[config.mk]
export PLATFORM = sky130hd
export DESIGN_NAME = stim_vector_player_flat
export DESIGN_NICKNAME = d
export VERILOG_FILES = /design/src/rtl/stim_vector_player_if.sv /design/src/rtl/stim_vector_player.sv /design/src/flat_wrapper.sv
export SDC_FILE = /design/constraint.sdc
export NUM_CORES = 1
export LEC_CHECK = 0
export CAP_MARGIN = 20
export CORE_UTILIZATION = 40
export DETAILED_ROUTE_END_ITERATION = 7
export PLACE_DENSITY = 0.56
export SYNTH_ARGS = -nofsm -noshare
export SYNTH_HDL_FRONTEND = slang
export SYNTH_SLANG_ARGS = --single-unit
[constraint.sdc]
create_clock -name clk -period 6.4 [get_ports clk]
set_input_delay 1.28 -clock clk [delete_from_list [all_inputs] [get_ports clk]]
set_output_delay 1.28 -clock clk [all_outputs]
set_load 0.005 [all_outputs]
[src/rtl/stim_vector_player_if.sv]
// Bus bundle for stim_vector_player: vector load port, run control, DUT drive/response
// and run status. The player uses the slave view; whoever loads and starts it (and
// closes the loop through the DUT) uses the master view.
interface stim_vector_player_if #(
  parameter int IN_W   = 2,
  parameter int EXP_W  = 1,
  parameter int ADDR_W = 4
);

  // Vector load port
  logic                    load_en;
  logic [ADDR_W-1:0]       load_addr;
  logic [IN_W+EXP_W-1:0]   load_data;

  // Run control
  logic [ADDR_W:0]         num_vec;
  logic                    start;

  // DUT loop
  logic [EXP_W-1:0]        dut_out;
  logic [IN_W-1:0]         dut_in;

  // Run status
  logic                    busy;
  logic                    done;
  logic [ADDR_W-1:0]       vec_idx;
  logic                    sample_valid;
  logic [ADDR_W:0]         mismatch_cnt;
  logic                    first_fail_valid;
  logic [ADDR_W-1:0]       first_fail_idx;

  modport master (
    output load_en,
    output load_addr,
    output load_data,
    output num_vec,
    output start,
    output dut_out,
    input  dut_in,
    input  busy,
    input  done,
    input  vec_idx,
    input  sample_valid,
    input  mismatch_cnt,
    input  first_fail_valid,
    input  first_fail_idx
  );

  modport slave (
    input  load_en,
    input  load_addr,
    input  load_data,
    input  num_vec,
    input  start,
    input  dut_out,
    output dut_in,
    output busy,
    output done,
    output vec_idx,
    output sample_valid,
    output mismatch_cnt,
    output first_fail_valid,
    output first_fail_idx
  );

endinterface

[src/rtl/stim_vector_player.sv]
// Stimulus/response player: plays packed {inputs, expected} vectors from an internal
// RAM into a combinational DUT, holds each for HOLD cycles, samples the response at
// the end of the hold window and accumulates a mismatch count and first-fail index.
module stim_vector_player #(
  parameter int IN_W   = 2,
  parameter int EXP_W  = 1,
  parameter int DEPTH  = 16,
  parameter int ADDR_W = 4,
  parameter int HOLD   = 2
) (
  input logic                clk,
  input logic                rst,
  stim_vector_player_if.slave bus
);

  localparam int VEC_W = IN_W + EXP_W;
  localparam int HC_W  = (HOLD > 1) ? $clog2(HOLD) : 1;

  localparam logic [HC_W-1:0] HOLD_LAST = HC_W'(HOLD - 1);
  localparam logic [ADDR_W:0] DEPTH_V   = (ADDR_W + 1)'(DEPTH);

  localparam logic [1:0] ST_IDLE = 2'd0;
  localparam logic [1:0] ST_RUN  = 2'd1;
  localparam logic [1:0] ST_DONE = 2'd2;

  // Vector storage; deliberately not reset so a run can be replayed after a reset
  logic [VEC_W-1:0]  r_mem [DEPTH];

  logic [1:0]        r_state;
  logic [ADDR_W:0]   r_n;
  logic [HC_W-1:0]   r_hold_cnt;
  logic [ADDR_W-1:0] r_vec_idx;
  logic [IN_W-1:0]   r_dut_in;
  logic              r_busy;
  logic              r_done;
  logic              r_sample_valid;
  logic [ADDR_W:0]   r_mismatch_cnt;
  logic              r_ff_valid;
  logic [ADDR_W-1:0] r_ff_idx;

  logic [1:0]        w_state_nxt;
  logic [ADDR_W:0]   w_n_nxt;
  logic [HC_W-1:0]   w_hold_nxt;
  logic [ADDR_W-1:0] w_idx_nxt;
  logic [IN_W-1:0]   w_dut_in_nxt;
  logic              w_busy_nxt;
  logic              w_done_nxt;
  logic [ADDR_W:0]   w_mm_nxt;
  logic              w_ff_valid_nxt;
  logic [ADDR_W-1:0] w_ff_idx_nxt;

  logic              w_start_acc;
  logic              w_load_we;
  logic [ADDR_W:0]   w_n_start;
  logic [ADDR_W-1:0] w_idx_inc;
  logic [EXP_W-1:0]  w_cur_exp;
  logic [IN_W-1:0]   w_next_in;
  logic [IN_W-1:0]   w_first_in;
  logic              w_sample;
  logic              w_mismatch;
  logic              w_more;

  // Start is a level, honoured only outside RUN; it takes priority over a load
  assign w_start_acc = bus.start && ((r_state == ST_IDLE) || (r_state == ST_DONE));
  assign w_load_we   = bus.load_en && (r_state != ST_RUN) && !w_start_acc;
  assign w_n_start   = (bus.num_vec > DEPTH_V) ? DEPTH_V : bus.num_vec;

  assign w_idx_inc  = r_vec_idx + ADDR_W'(1);
  assign w_cur_exp  = r_mem[r_vec_idx][EXP_W-1:0];
  assign w_next_in  = r_mem[w_idx_inc][VEC_W-1:EXP_W];
  assign w_first_in = r_mem[0][VEC_W-1:EXP_W];

  // Sample at the last cycle of the hold window, when the DUT inputs have settled
  assign w_sample   = (r_state == ST_RUN) && (r_hold_cnt == HOLD_LAST);
  assign w_mismatch = w_sample && (bus.dut_out != w_cur_exp);
  assign w_more     = ({1'b0, r_vec_idx} + (ADDR_W + 1)'(1)) < r_n;

  // Vector RAM write port
  always_ff @(posedge clk) begin
    if (w_load_we) begin
      r_mem[bus.load_addr] <= bus.load_data;
    end
  end

  // Next-state logic for the run sequencer and its result registers
  always_comb begin
    w_state_nxt    = r_state;
    w_n_nxt        = r_n;
    w_hold_nxt     = r_hold_cnt;
    w_idx_nxt      = r_vec_idx;
    w_dut_in_nxt   = r_dut_in;
    w_busy_nxt     = r_busy;
    w_done_nxt     = r_done;
    w_mm_nxt       = r_mismatch_cnt;
    w_ff_valid_nxt = r_ff_valid;
    w_ff_idx_nxt   = r_ff_idx;

    case (r_state)
      ST_IDLE, ST_DONE: begin
        if (w_start_acc) begin
          w_n_nxt        = w_n_start;
          w_mm_nxt       = '0;
          w_ff_valid_nxt = 1'b0;
          w_ff_idx_nxt   = '0;
          w_done_nxt     = 1'b0;
          if (w_n_start == '0) begin
            // Empty run: finish immediately, leave the DUT drive untouched
            w_state_nxt = ST_DONE;
            w_done_nxt  = 1'b1;
          end else begin
            w_state_nxt  = ST_RUN;
            w_busy_nxt   = 1'b1;
            w_idx_nxt    = '0;
            w_dut_in_nxt = w_first_in;
            w_hold_nxt   = '0;
          end
        end
      end

      ST_RUN: begin
        w_hold_nxt = r_hold_cnt + HC_W'(1);
        if (w_sample) begin
          if (w_mismatch) begin
            w_mm_nxt = r_mismatch_cnt + (ADDR_W + 1)'(1);
            if (!r_ff_valid) begin
              w_ff_valid_nxt = 1'b1;
              w_ff_idx_nxt   = r_vec_idx;
            end
          end
          w_hold_nxt = '0;
          if (w_more) begin
            w_idx_nxt    = w_idx_inc;
            w_dut_in_nxt = w_next_in;
          end else begin
            // Last vector stays on the DUT inputs after the run
            w_state_nxt = ST_DONE;
            w_busy_nxt  = 1'b0;
            w_done_nxt  = 1'b1;
          end
        end
      end

      default: begin
        w_state_nxt = ST_IDLE;
      end
    endcase
  end

  // State and result registers; reset aborts any run in progress
  always_ff @(posedge clk or posedge rst) begin
    if (rst) begin
      r_state        <= ST_IDLE;
      r_n            <= '0;
      r_hold_cnt     <= '0;
      r_vec_idx      <= '0;
      r_dut_in       <= '0;
      r_busy         <= 1'b0;
      r_done         <= 1'b0;
      r_sample_valid <= 1'b0;
      r_mismatch_cnt <= '0;
      r_ff_valid     <= 1'b0;
      r_ff_idx       <= '0;
    end else begin
      r_state        <= w_state_nxt;
      r_n            <= w_n_nxt;
      r_hold_cnt     <= w_hold_nxt;
      r_vec_idx      <= w_idx_nxt;
      r_dut_in       <= w_dut_in_nxt;
      r_busy         <= w_busy_nxt;
      r_done         <= w_done_nxt;
      r_sample_valid <= w_sample;
      r_mismatch_cnt <= w_mm_nxt;
      r_ff_valid     <= w_ff_valid_nxt;
      r_ff_idx       <= w_ff_idx_nxt;
    end
  end

  assign bus.dut_in           = r_dut_in;
  assign bus.busy             = r_busy;
  assign bus.done             = r_done;
  assign bus.vec_idx          = r_vec_idx;
  assign bus.sample_valid     = r_sample_valid;
  assign bus.mismatch_cnt     = r_mismatch_cnt;
  assign bus.first_fail_valid = r_ff_valid;
  assign bus.first_fail_idx   = r_ff_idx;

endmodule

[src/flat_wrapper.sv]
// flat-port wrapper written by rule: the top's interface ports become plain ports
module stim_vector_player_flat 
#(
  parameter int IN_W   = 2,
  parameter int EXP_W  = 1,
  parameter int DEPTH  = 16,
  parameter int ADDR_W = 4,
  parameter int HOLD   = 2
)
  (clk, rst, bus_load_en, bus_load_addr, bus_load_data, bus_num_vec, bus_start, bus_dut_out, bus_dut_in, bus_busy, bus_done, bus_vec_idx, bus_sample_valid, bus_mismatch_cnt, bus_first_fail_valid, bus_first_fail_idx);
  stim_vector_player_if #(.IN_W(IN_W), .EXP_W(EXP_W), .ADDR_W(ADDR_W)) bus_i ();
  input logic clk;
  input logic rst;
  input wire logic [$bits(bus_i.load_en)-1:0] bus_load_en;
  input wire logic [$bits(bus_i.load_addr)-1:0] bus_load_addr;
  input wire logic [$bits(bus_i.load_data)-1:0] bus_load_data;
  input wire logic [$bits(bus_i.num_vec)-1:0] bus_num_vec;
  input wire logic [$bits(bus_i.start)-1:0] bus_start;
  input wire logic [$bits(bus_i.dut_out)-1:0] bus_dut_out;
  output wire logic [$bits(bus_i.dut_in)-1:0] bus_dut_in;
  output wire logic [$bits(bus_i.busy)-1:0] bus_busy;
  output wire logic [$bits(bus_i.done)-1:0] bus_done;
  output wire logic [$bits(bus_i.vec_idx)-1:0] bus_vec_idx;
  output wire logic [$bits(bus_i.sample_valid)-1:0] bus_sample_valid;
  output wire logic [$bits(bus_i.mismatch_cnt)-1:0] bus_mismatch_cnt;
  output wire logic [$bits(bus_i.first_fail_valid)-1:0] bus_first_fail_valid;
  output wire logic [$bits(bus_i.first_fail_idx)-1:0] bus_first_fail_idx;
  assign bus_i.load_en = bus_load_en;
  assign bus_i.load_addr = bus_load_addr;
  assign bus_i.load_data = bus_load_data;
  assign bus_i.num_vec = bus_num_vec;
  assign bus_i.start = bus_start;
  assign bus_i.dut_out = bus_dut_out;
  assign bus_dut_in = bus_i.dut_in;
  assign bus_busy = bus_i.busy;
  assign bus_done = bus_i.done;
  assign bus_vec_idx = bus_i.vec_idx;
  assign bus_sample_valid = bus_i.sample_valid;
  assign bus_mismatch_cnt = bus_i.mismatch_cnt;
  assign bus_first_fail_valid = bus_i.first_fail_valid;
  assign bus_first_fail_idx = bus_i.first_fail_idx;
  stim_vector_player #(.IN_W(IN_W), .EXP_W(EXP_W), .DEPTH(DEPTH), .ADDR_W(ADDR_W), .HOLD(HOLD)) u_core (.clk(clk), .rst(rst), .bus(bus_i));
endmodule
==> results of run 1 <==
-- final cells by class --
cell class / instances / area, um^2 / area share
repair buffers: 36 / 378 / 0.0948
clock inverters: 6 / 48.8 / 0.0122
multi-input cells: 135 / 1140 / 0.286
clock buffers: 9 / 124 / 0.0311
well taps: 102 / 128 / 0.0320
inverters: 14 / 52.6 / 0.0132
flip-flops and latches: 75 / 2120 / 0.531
-- cell families (layout without fill, tap and decap cells) --
| group | after synthesis | after routing | share of synthesized area |
|---|---|---|---|
| flops | 75 | 75 | 0.633 |
| simple gates | 75 | 75 | 0.114 |
| mux | 30 | 30 | 0.153 |
| compound gates | 21 | 21 | 0.0415 |
| buf+inv | 21 | 65 | 0.0269 |
| fa+ha+maj | 6 | 6 | 0.0224 |
| xor+xnor | 3 | 3 | 0.0101 |
-- flip-flops by register name, indices dropped and copies added (netlist names) --
signal,count
u_core.bus.sample_valid,1
u_core.r_state,2
u_core.bus.vec_idx,4
u_core.r_n,5
u_core.bus.busy,1
u_core.bus.mismatch_cnt,5
u_core.bus.first_fail_idx,4
u_core.r_hold_cnt,1
u_core.bus.first_fail_valid,1
u_core.r_mem,48
u_core.bus.dut_in,2
u_core.bus.done,1
-- through the flow --
step / cells / worst slack, ns / power [mW]
after floorplan: 231 / 3.79 / 1.04
after global placement: 361 / 2.64 / 1.23
after detailed placement: 361 / 2.53 / 1.24
after CTS: 376 / 2.90 / 1.57
after global routing: 377 / 2.65 / 1.65
final: 377 / 2.90 / 1.55
-- power by group through the flow --
stage	registers (mW)	clock network (mW)	logic, mW
2_1_floorplan	0.643	0	0.400
3_3_place_gp	0.676	0	0.558
3_5_place_dp	0.675	0	0.567
4_1_cts	0.666	0.332	0.568
5_1_grt	0.677	0.353	0.622
6_report	0.665	0.323	0.560
-- per-layer routing --
layer,part of all wire,GRT usage,vias to the layer above
li1,-,-,937
met3,0.040,0.0423,12
met5,0,0,-
met4,0.021,0.0744,0
met2,0.48,0.267,58
met1,0.46,0.233,1000
-- worst paths after layout --
kind                                  startpoint  cells past startpoint                          to
max in group asynchronous                    rst                      3               u_core.r_n[0]
hold reg to reg                    u_core.r_n[1]                      2               u_core.r_n[1]
setup / recovery                       bus_start                      5          u_core.r_mem[0][1]
setup reg to reg           u_core.bus.vec_idx[0]                      7        u_core.bus.dut_in[1]
min in group asynchronous                    rst                      2  u_core.bus.mismatch_cnt[2]
hold / removal                     u_core.r_n[1]                      2               u_core.r_n[1]
-- worst min-delay path, delay by kind of cell (launching register included) --
| kind | cells | cell delay [ns] |
|---|---|---|
| compound gates | 1 | 0.07 |
| flops | 1 | 0.35 |
| simple gates | 1 | 0.05 |
-- placed cells by master (no fill, tap or decap), types with 3 or more instances in the layout --
master                            instances
sky130_fd_sc_hd__a21boi_0                 3
sky130_fd_sc_hd__nor3_1                   5
sky130_fd_sc_hd__ha_1                     6
sky130_fd_sc_hd__nand3_1                 10
sky130_fd_sc_hd__mux4_1                   4
sky130_fd_sc_hd__nor2_1                  17
sky130_fd_sc_hd__mux4_2                  11
sky130_fd_sc_hd__and2_1                   3
sky130_fd_sc_hd__mux2_2                   6
sky130_fd_sc_hd__nand2b_1                 8
sky130_fd_sc_hd__clkinvlp_4               3
sky130_fd_sc_hd__edfxtp_1                48
sky130_fd_sc_hd__inv_1                   14
sky130_fd_sc_hd__o21ai_0                  9
sky130_fd_sc_hd__clkdlybuf4s50_1         35
sky130_fd_sc_hd__nand2_1                 20
sky130_fd_sc_hd__clkbuf_8                 9
sky130_fd_sc_hd__mux2i_1                  9
sky130_fd_sc_hd__dfrtp_1                 27
==> metrics.log, run 1 <==
[metrics] outcome: finished clean
[metrics] Critical Path Slowest Stage Cell: sky130_fd_sc_hd__nand2b_1
[metrics] pin count of the biggest net entering global routing: 28
[metrics] # resized after CTS: 0
[metrics] total number of clock tree sinks: 75
[metrics] startpoint types: input pin
[metrics] GRT Resource Usage Total: 0.173
[metrics] WP data arrival: 3.49 ns
[metrics] Filler Cells Inserted: 670
[metrics] Final Hold Violating Endpoints: 0
[metrics] Synth Cell Area: 3350 um^2
[metrics] Crit path largest cell delay: 0.59 ns
[metrics] count of buffers from port buffering: 35
[metrics] Data required, critical path: 6.40 ns
[metrics] total congestion overflow after global routing: 0
[metrics] area share of the largest cell type after synthesis: 0.431
[metrics] Final Util: 0.505
[metrics] clock network fraction of design power: 0.209
[metrics] dominant delay contributor by cell family on the critical path: simple AND/OR/NAND/NOR gates
[metrics] Inserted Clock Buffers: 9
[metrics] Relative slew margins: 0.464
[metrics] endpoints failing setup: 0
[metrics] master cell of the clock root buffer: sky130_fd_sc_hd__clkbuf_8
[metrics] chip height: 93.5 um
[metrics] part of the Yosys area used for sequential elements: 0.633
[metrics] Worst Setup Path Type: input pin to register
[metrics] number of distinct standard cells referenced by the synthesized netlist: 41
[metrics] clock-pin transition on the worst setup and hold timing paths: 0.08 ns
[metrics] leading post-synthesis cells by cell area: sky130_fd_sc_hd__edfxtp_1 (43%), sky130_fd_sc_hd__dfrtp_1 (20%), sky130_fd_sc_hd__mux4_2 (7.4%), sky130_fd_sc_hd__mux4_1 (3.1%), sky130_fd_sc_hd__mux2i_1 (2.7%)
[metrics] number of enable-type register cells in the synthesized netlist: 48
[metrics] chip width: 93.5 um
[metrics] power density relative to cell area: 388 nW/um^2
[metrics] max-slew violation count: 0
[metrics] number of DRC violations after detailed routing: 0
[metrics] register share of total power: 0.430
[metrics] wire length of the first global-routing pass: 10.8 mm
[metrics] via count of the first global-routing pass: 2,015
[metrics] Lkg Pwr: 1.53 nW
[metrics] fraction of final layout cells sized beyond drive strength 1: 0.142
[metrics] crit-path max FO: 22
[metrics] hold-fix buffer count after cts: 0
[metrics] share of total power consumed by net switching: 0.335
[metrics] n_diodes: 0
[metrics] aggregate routed wire length: 6.70 mm
[metrics] worst-skew pair later-pin latency: 0.35 ns
[metrics] number of standard cells after synthesis: 231
[metrics] Starting Density: 0.424
[metrics] Final period util: 0.546
[metrics] kind of path behind the tightest hold check: register to register
[metrics] cell area after layout: 3990 um^2
[metrics] layout overhead on the synthesized area: 19.1%
[metrics] most numerous cell types in the synthesized netlist: sky130_fd_sc_hd__edfxtp_1 (48), sky130_fd_sc_hd__dfrtp_1 (27), sky130_fd_sc_hd__nand2_1 (20), sky130_fd_sc_hd__nor2_1 (17), sky130_fd_sc_hd__inv_1 (14)
[metrics] transition time at the pin with the least slew margin: 0.805 ns
[metrics] maximum level of the CTS H-tree: 3
[metrics] share of power burned in combinational logic: 0.362
[metrics] number of nets with antenna violations after detailed routing: 0
[metrics] core region area: 7890 um^2
[metrics] Primary FF master, synth: sky130_fd_sc_hd__edfxtp_1
[metrics] library cell occupying the most area in the post-synthesis netlist: sky130_fd_sc_hd__edfxtp_1
[metrics] TritonCTS clock tree: done
[metrics] syn_area_per_cell: 14.5 um^2
[metrics] die footprint: 8730 um^2
[metrics] synthesis-stage register bit count: 75
[metrics] worst setup skew after layout: 0.00717 ns
[metrics] weighted congestion reported at the end of routability-driven placement: 0.773
[metrics] count of max-cap constraint violations: 0
[metrics] cell row count: 32
[metrics] TritonRoute pass-1 iters: 4
[metrics] number of post-CTS setup repair buffers: 0
[metrics] via total after detailed routing: 2,007
[metrics] power dissipated by switching net loads: 0.518 mW
[metrics] Sum Neg Setup Slack: 0 ns
[metrics] Max Freq: 286 MHz
[metrics] peak supply drop: 0.159 mV
[metrics] Min Hold Slack: 0.496 ns
[metrics] I/O pin cnt: 36
[metrics] average wire per cell in the routed design: 17.8 um
[metrics] maximum buffer depth of the clock tree: 2
[metrics] placement-stage cell area: 3790 um^2
[metrics] setup repair after global routing missed its margin: no
[metrics] count of warnings emitted by yosys: 0
[metrics] final HPWL from detailed placement: 4.75 mm
[metrics] kind of end point of the critical path: register
[metrics] Internal Power: 1.03 mW
[metrics] Post-layout nets: 294
[metrics] worst path buffer plus inverter count: 1
[metrics] Syn Nets: 254
[metrics] Cell Chain, Critical Path: clkdlybuf4s50_1 -> nand2b_1 -> nand3_1 -> or3_1 -> nor3_1
[metrics] post-layout min period: 3.50 ns
[metrics] dominant cell by count in the synthesized netlist: sky130_fd_sc_hd__edfxtp_1
[metrics] antenna violations before repair: 0
[metrics] setup slack, reg-to-reg: 3.19 ns
[metrics] detailed router's first-iteration violation count: 43
[metrics] share of synthesized flip-flops with an asynchronous set or reset: 0.360
[metrics] Vias per Instance: 5.32
No activity file was read; power rests on OpenSTA's default activity.
==> run 2, diff against run 1 <==
==> constraint.sdc (replaced) <==
create_clock -name clk -period 3.6 [get_ports clk]
set_input_delay 0.72 -clock clk [delete_from_list [all_inputs] [get_ports clk]]
set_output_delay 0.72 -clock clk [all_outputs]
set_load 0.005 [all_outputs]
==> run 2 against run 1 <==
Compared with the run above:
- power increased by 77%
- combinational power is 84% higher
- hold slack worse by 0.0029 ns
- highest routed layer unchanged
- cell count is 0.80% higher
- largest cell class unchanged
- routed wire length fell by 2.8%
- register-to-register slack got worse by 2.4 ns
- sequential cell count is the same
- clock power is 72% higher
- design area up 0.41%
- clock skew up 0.00072 ns
==> metrics.log, run 2 (synthesis results as in run 1) <==
[metrics] setup repair after global routing missed its margin: no
[metrics] detailed router's first-iteration violation count: 75 (+74%)
[metrics] startpoint types: register
[metrics] hold-fix buffer count after cts: 0 (unchanged)
[metrics] average wire per cell in the routed design: 17.1 um (-3.5%)
[metrics] Max Freq: 354 MHz
[metrics] flip-flop count of the largest register, all copies and words added: 48 (unchanged)
[metrics] total number of clock tree sinks: 75 (unchanged)
[metrics] TritonRoute pass-1 iters: 4 (unchanged)
[metrics] Worst Setup Path Type: register to register
[metrics] endpoint of the worst register-to-register path: u_core.bus.dut_in[1]
[metrics] instance count along the most critical hold path: 2 (unchanged)
[metrics] WP data arrival: 3.06 ns (-0.43 ns)
[metrics] most common cell after layout, fill and taps aside: sky130_fd_sc_hd__edfxtp_1
[metrics] maximum buffer depth of the clock tree: 2 (unchanged)
[metrics] chip width: 93.5 um (unchanged)
[metrics] GRT Resource Usage Total: 0.168 (-0.00527)
[metrics] count of buffers from port buffering: 35 (unchanged)
[metrics] peak supply drop: 0.242 mV (+52%)
[metrics] most frequent cells in the layout: sky130_fd_sc_hd__edfxtp_1 (48), sky130_fd_sc_hd__clkdlybuf4s50_1 (35), sky130_fd_sc_hd__dfrtp_1 (27), sky130_fd_sc_hd__nand2_1 (20), sky130_fd_sc_hd__nor2_1 (17)
[metrics] cell area after layout: 4000 um^2 (+0.41%)
[metrics] master cell of the clock root buffer: sky130_fd_sc_hd__clkbuf_8
[metrics] transition time at the pin with the least slew margin: 0.541 ns (-0.264 ns)
[metrics] wire length of the first global-routing pass: 10.5 mm (-3.0%)
[metrics] Vias per Instance: 5.13 (-3.7%)
[metrics] worst path buffer plus inverter count: 1 (unchanged)
[metrics] # resized after CTS: 0 (unchanged)
[metrics] max-slew violation count: 0 (unchanged)
[metrics] outcome: finished clean
[metrics] dominant delay contributor by cell family on the critical path: compound AO/OA/AOI/OAI gates
[metrics] worst-skew pair later-pin latency: 0.35 ns (about the same)
[metrics] pin count of the biggest net entering global routing: 28 (unchanged)
[metrics] clock-pin transition on the worst setup and hold timing paths: 0.08 ns (about the same)
[metrics] endpoints failing setup: 0 (unchanged)
[metrics] number of post-CTS setup repair buffers: 0 (unchanged)
[metrics] maximum level of the CTS H-tree: 3 (unchanged)
[metrics] core region area: 7890 um^2 (unchanged)
[metrics] Starting Density: 0.424 (unchanged)
[metrics] placement-stage cell area: 3810 um^2 (+0.59%)
[metrics] Crit path largest cell delay: 0.54 ns (-0.05 ns)
[metrics] register containing the most flip-flops in the final layout: u_core.r_mem
[metrics] setup slack, reg-to-reg: 0.77 ns (-2.42 ns)
[metrics] Post-layout nets: 297 (+1.0%)
[metrics] fraction of final layout cells sized beyond drive strength 1: 0.151 (+0.00926)
[metrics] aggregate routed wire length: 6.52 mm (-2.8%)
[metrics] Inserted Clock Buffers: 9 (unchanged)
[metrics] power density relative to cell area: 685 nW/um^2 (+76%)
[metrics] I/O pin cnt: 36 (unchanged)
[metrics] critical register-to-register path startpoint: u_core.bus.vec_idx[0]
[metrics] number of nets with antenna violations after detailed routing: 0 (unchanged)
[metrics] TritonCTS clock tree: done
[metrics] Relative slew margins: 0.638 (+0.175)
[metrics] die footprint: 8730 um^2 (unchanged)
[metrics] weighted congestion reported at the end of routability-driven placement: 0.855 (+11%)
[metrics] via count of the first global-routing pass: 1,985 (-1.5%)
[metrics] worst setup skew after layout: 0.00789 ns (+0.000723 ns)
[metrics] kind of end point of the critical path: register
[metrics] via total after detailed routing: 1,949 (-2.9%)
[metrics] Worst path most repeated cell: sky130_fd_sc_hd__ha_1
[metrics] Cell Chain, Critical Path: buf_4 -> ha_1 -> ha_1 -> a21boi_0 -> o21a_1 -> o211ai_1 -> a31o_2 -> mux2_2
[metrics] kind of path behind the tightest hold check: register to register
[metrics] Final Hold Violating Endpoints: 0 (unchanged)
[metrics] post-layout min period: 2.83 ns
[metrics] n_diodes: 0 (unchanged)
[metrics] cell row count: 32 (unchanged)
[metrics] final HPWL from detailed placement: 4.77 mm (+0.50%)
[metrics] Final period util: 0.786
[metrics] Data required, critical path: 3.83 ns (-2.57 ns)
[metrics] Worst R2R Path Depth: 8 (+1)
[metrics] total congestion overflow after global routing: 0 (unchanged)
[metrics] chip height: 93.5 um (unchanged)
[metrics] worst hold path startpoint: u_core.r_n[2]
[metrics] Lkg Pwr: 1.54 nW (+1.1%)
[metrics] antenna violations before repair: 0 (unchanged)
[metrics] number of DRC violations after detailed routing: 0 (unchanged)
[metrics] crit-path max FO: 13 (-41%)
[metrics] Sum Neg Setup Slack: 0 ns (unchanged)
[metrics] end of the worst hold path: u_core.r_n[2]
[metrics] layout overhead on the synthesized area: 19.6%
[metrics] Filler Cells Inserted: 677 (+1.0%)
[metrics] cell depth of the worst setup path: 8 (+3)
[metrics] Critical Path Slowest Stage Cell: sky130_fd_sc_hd__ha_1
[metrics] count of max-cap constraint violations: 0 (unchanged)
## run 2: cell types whose count changed in the layout (fill, tap and decap cells not counted)
cell,before,now
sky130_fd_sc_hd__clkinvlp_4,3,2
sky130_fd_sc_hd__clkinv_2,0,2
sky130_fd_sc_hd__inv_6,2,1
sky130_fd_sc_hd__buf_4,0,3
## run 2: worst max path at each step
stage / startpoint / to
after CTS: u_core.bus.vec_idx[0] / u_core.bus.dut_in[1]
final: u_core.bus.vec_idx[0] / u_core.bus.dut_in[1]
after floorplan: u_core.bus.vec_idx[0] / u_core.bus.dut_in[0]
after detailed placement: u_core.bus.vec_idx[0] / u_core.bus.dut_in[1]
after global placement: u_core.bus.vec_idx[0] / u_core.bus.dut_in[1]
after global routing: u_core.bus.vec_idx[0] / u_core.bus.dut_in[0]
## run 2: tightest hold or removal path, stage by stage, from the launching register on
cell and delay [ns]:
sky130_fd_sc_hd__dfrtp_1 0.35, sky130_fd_sc_hd__nand2_1 0.05, sky130_fd_sc_hd__o21ai_0 0.06
## run 2: final cells by class
class	count	area, um^2	share of cell area
Timing Repair Buffer	39	400	0.100
Clock inverter	6	42.5	0.0106
Multi-Input combinational cell	135	1140	0.284
Inverter	14	52.6	0.0131
Tap cell	102	128	0.0319
Clock buffer	9	124	0.0309
Sequential cell	75	2120	0.529
## run 2: per-stage QoR
stage	total power [mW]	cells	setup WS (ns)	hold slack (ns)	util
finish	2.74	380	0.772	0.493	0.507
global route	2.93	380	0.585	0.515	0.507
CTS	2.77	379	0.774	0.495	0.504
detailed placement	2.21	364	0.805	0.478	0.483
global placement	2.20	364	0.861	0.471	0.483
floorplan	1.86	231	1.17	0.445	-
## run 2: power breakdown
part / internal, mW / switching (mW)
Sequential: 1.04 / 0.112
Clock: 0.247 / 0.311
Combinational: 0.552 / 0.474
## run 2: metal layers
metal,track usage,part of all wire,up-vias
met1,0.212,0.44,945
met3,0.0553,0.047,6
met4,0.0641,0.011,0
met2,0.267,0.50,60
li1,-,-,938
met5,0,0,-
==> run 3, diff against run 2 <==
==> constraint.sdc (replaced) <==
create_clock -name clk -period 2.8 [get_ports clk]
set_input_delay 0.56 -clock clk [delete_from_list [all_inputs] [get_ports clk]]
set_output_delay 0.56 -clock clk [all_outputs]
set_load 0.005 [all_outputs]
==> run 3 against run 2 <==
Compared with the run above:
- sequential share of layout area fell by 1.7 points
- register-to-register slack got worse by 0.47 ns
- routed wire length rose by 0.52%
- global-route usage rose by 0.40 points
- sequential power rose by 28%
- design area rose by 3.3%
- combinational power rose by 36%
- hold slack got worse by 0.0053 ns
- sequential cell count did not move
- largest power group unchanged
==> metrics.log, run 3 (synthesis results as in run 1) <==
[metrics] outcome: finished clean
[metrics] Crit path largest cell delay: 0.62 ns (+0.08 ns)
[metrics] most common cell after layout, fill and taps aside: sky130_fd_sc_hd__edfxtp_1
[metrics] most frequent cells in the layout: sky130_fd_sc_hd__edfxtp_1 (48), sky130_fd_sc_hd__clkdlybuf4s50_1 (35), sky130_fd_sc_hd__dfrtp_1 (27), sky130_fd_sc_hd__nand2_1 (20), sky130_fd_sc_hd__nor2_1 (17)
[metrics] TritonCTS clock tree: done
[metrics] kind of path behind the tightest hold check: register to register
[metrics] maximum buffer depth of the clock tree: 2 (unchanged)
[metrics] GRT Resource Usage Total: 0.172 (+0.00399)
[metrics] transition time at the pin with the least slew margin: 0.530 ns (-0.0106 ns)
[metrics] pin count of the biggest net entering global routing: 28 (unchanged)
[metrics] chip height: 93.5 um (unchanged)
[metrics] Cell Chain, Critical Path: mux4_1 -> mux4_2 -> xor2_2 -> nand3b_4 -> mux2i_1
[metrics] filler-free cell count of the finished design: 388 (+2.1%)
[metrics] Min Hold Slack: 0.488 ns (-0.00526 ns)
[metrics] I/O pin cnt: 36 (unchanged)
[metrics] Vias per Instance: 5.21 (+1.6%)
[metrics] Data required, critical path: 3.03 ns (-0.80 ns)
[metrics] count of max-cap constraint violations: 0 (unchanged)
[metrics] number of nets with antenna violations after detailed routing: 0 (unchanged)
[metrics] wire length of the first global-routing pass: 10.7 mm (+2.4%)
[metrics] kind of end point of the critical path: register
[metrics] die footprint: 8730 um^2 (unchanged)
[metrics] Worst R2R Path Depth: 5 (-3)
[metrics] setup repair after global routing missed its margin: no
[metrics] layout overhead on the synthesized area: 23.5%
[metrics] n_diodes: 0 (unchanged)
[metrics] worst-skew pair later-pin latency: 0.35 ns (about the same)
[metrics] chip width: 93.5 um (unchanged)
[metrics] Starting Density: 0.424 (unchanged)
[metrics] total number of clock tree sinks: 75 (unchanged)
[metrics] via total after detailed routing: 2,022 (+3.7%)
[metrics] launch point of the worst path: u_core.bus.vec_idx[2]
[metrics] total congestion overflow after global routing: 0 (unchanged)
[metrics] flip-flop count of the largest register, all copies and words added: 48 (unchanged)
[metrics] endpoint of the most critical setup path: u_core.bus.first_fail_idx[0]
[metrics] Filler Cells Inserted: 657 (-3.0%)
[metrics] Max Freq: 400 MHz (+13%)
[metrics] cell depth of the worst setup path: 5 (-3)
[metrics] critical register-to-register path startpoint: u_core.bus.vec_idx[2]
[metrics] average wire per cell in the routed design: 16.9 um (-1.6%)
[metrics] Cells after DPL: 372 (+2.2%)
[metrics] hold-fix buffer count after cts: 0 (unchanged)
[metrics] setup slack, reg-to-reg: 0.30 ns (-0.47 ns)
[metrics] Lkg Pwr: 1.62 nW (+4.7%)
[metrics] aggregate routed wire length: 6.55 mm (+0.52%)
[metrics] startpoint types: register
[metrics] Post-layout nets: 304 (+2.4%)
[metrics] core region area: 7890 um^2 (unchanged)
[metrics] detailed router's first-iteration violation count: 87 (+16%)
[metrics] Final period util: 0.892 (+0.107)
[metrics] TritonRoute pass-1 iters: 4 (unchanged)
[metrics] Final Hold Violating Endpoints: 0 (unchanged)
[metrics] maximum level of the CTS H-tree: 3 (unchanged)
[metrics] crit-path max FO: 10 (-3)
[metrics] clock-pin transition on the worst setup and hold timing paths: 0.09 ns (about the same)
[metrics] weighted congestion reported at the end of routability-driven placement: 0.744 (-13%)
[metrics] worst path buffer plus inverter count: 0 (-1)
[metrics] max-slew violation count: 0 (unchanged)
[metrics] Critical Path Slowest Stage Cell: sky130_fd_sc_hd__mux4_1
[metrics] Worst Setup Path Type: register to register
[metrics] Relative slew margins: 0.645 (+0.00707)
[metrics] endpoint of the worst register-to-register path: u_core.bus.first_fail_idx[0]
[metrics] count of buffers from port buffering: 35 (unchanged)
[metrics] number of DRC violations after detailed routing: 0 (unchanged)
[metrics] post-layout min period: 2.50 ns (-0.329 ns)
[metrics] register containing the most flip-flops in the final layout: u_core.r_mem
[metrics] peak supply drop: 0.371 mV (+53%)
[metrics] final HPWL from detailed placement: 4.69 mm (-1.7%)
[metrics] antenna violations before repair: 0 (unchanged)
[metrics] worst setup skew after layout: 0.00752 ns (-0.000377 ns)
[metrics] Inserted Clock Buffers: 9 (unchanged)
[metrics] # resized after CTS: 0 (unchanged)
[metrics] WP data arrival: 2.72 ns (-0.34 ns)
[metrics] endpoints failing setup: 0 (unchanged)
[metrics] via count of the first global-routing pass: 2,057 (+3.6%)
[metrics] dominant delay contributor by cell family on the critical path: multiplexers
[metrics] Sum Neg Setup Slack: 0 ns (unchanged)
[metrics] power density relative to cell area: 960 nW/um^2 (+40%)
[metrics] cell row count: 32 (unchanged)
[metrics] number of post-CTS setup repair buffers: 0 (unchanged)
[metrics] fraction of final layout cells sized beyond drive strength 1: 0.171 (+0.0202)
[metrics] master cell of the clock root buffer: sky130_fd_sc_hd__clkbuf_8
-- run 3: cell types whose count changed in the layout (fill, tap and decap cells not counted) --
| cell | previous run | this run |
|---|---|---|
| sky130_fd_sc_hd__bufinv_16 | 0 | 4 |
| sky130_fd_sc_hd__clkinv_2 | 2 | 0 |
| sky130_fd_sc_hd__clkinvlp_4 | 2 | 1 |
| sky130_fd_sc_hd__clkinv_4 | 1 | 0 |
| sky130_fd_sc_hd__buf_4 | 3 | 11 |
| sky130_fd_sc_hd__clkbuf_1 | 0 | 1 |
| sky130_fd_sc_hd__buf_16 | 1 | 0 |
-- run 3: stage by stage --
| stage | setup slack (ns) | utilization | power [mW] | cell area, um^2 |
|---|---|---|---|---|
| floorplan | 0.370 | - | 2.39 | 3350 |
| global placement | 0.305 | 0.490 | 2.91 | 3870 |
| detailed placement | 0.303 | 0.490 | 2.93 | 3870 |
| CTS | 0.293 | 0.524 | 4.02 | 4130 |
| global route | 0.135 | 0.524 | 4.22 | 4130 |
| finish | 0.301 | 0.524 | 3.97 | 4130 |
-- run 3: report_power, final --
group	switching (mW)	total, mW	internal [mW]
registers	0.137	1.48	1.34
logic	0.641	1.40	0.756
clock network	0.405	1.09	0.686
-- run 3: routing by layer --
layer,vias to the layer above,global-route usage,share of wire
met5,-,0,0
met4,0,0.0718,0.020
met3,14,0.0358,0.037
met2,49,0.281,0.48
met1,998,0.223,0.47
li1,961,-,-
-- run 3: layout make-up --
class / instances / area [um^2] / share of cell area
tap: 102 / 128 / 0.0309
inverter: 14 / 52.6 / 0.0127
clock inverter: 6 / 136 / 0.0330
timing repair buffer: 46 / 433 / 0.105
sequential: 75 / 2120 / 0.512
clock buffer: 10 / 128 / 0.0309
multi-input combinational: 135 / 1140 / 0.276
-- run 3: how the worst min path moves through the flow --
stage,start,end,depth (start not counted)
after global routing,u_core.r_n[1],u_core.r_n[1],2
final,u_core.r_n[2],u_core.r_n[2],2
after floorplan,u_core.r_n[0],u_core.r_n[0],2
after global placement,u_core.r_n[2],u_core.r_n[2],2
after detailed placement,u_core.r_n[2],u_core.r_n[2],2
after CTS,u_core.r_n[2],u_core.r_n[2],2
-- run 3: worst register-to-register path: cells and delay by family, from the launching register on --
kind / cells / cell delay, ns
simple gates: 1 / 0.16
flops: 1 / 0.58
mux: 3 / 1.27
xor+xnor: 1 / 0.37
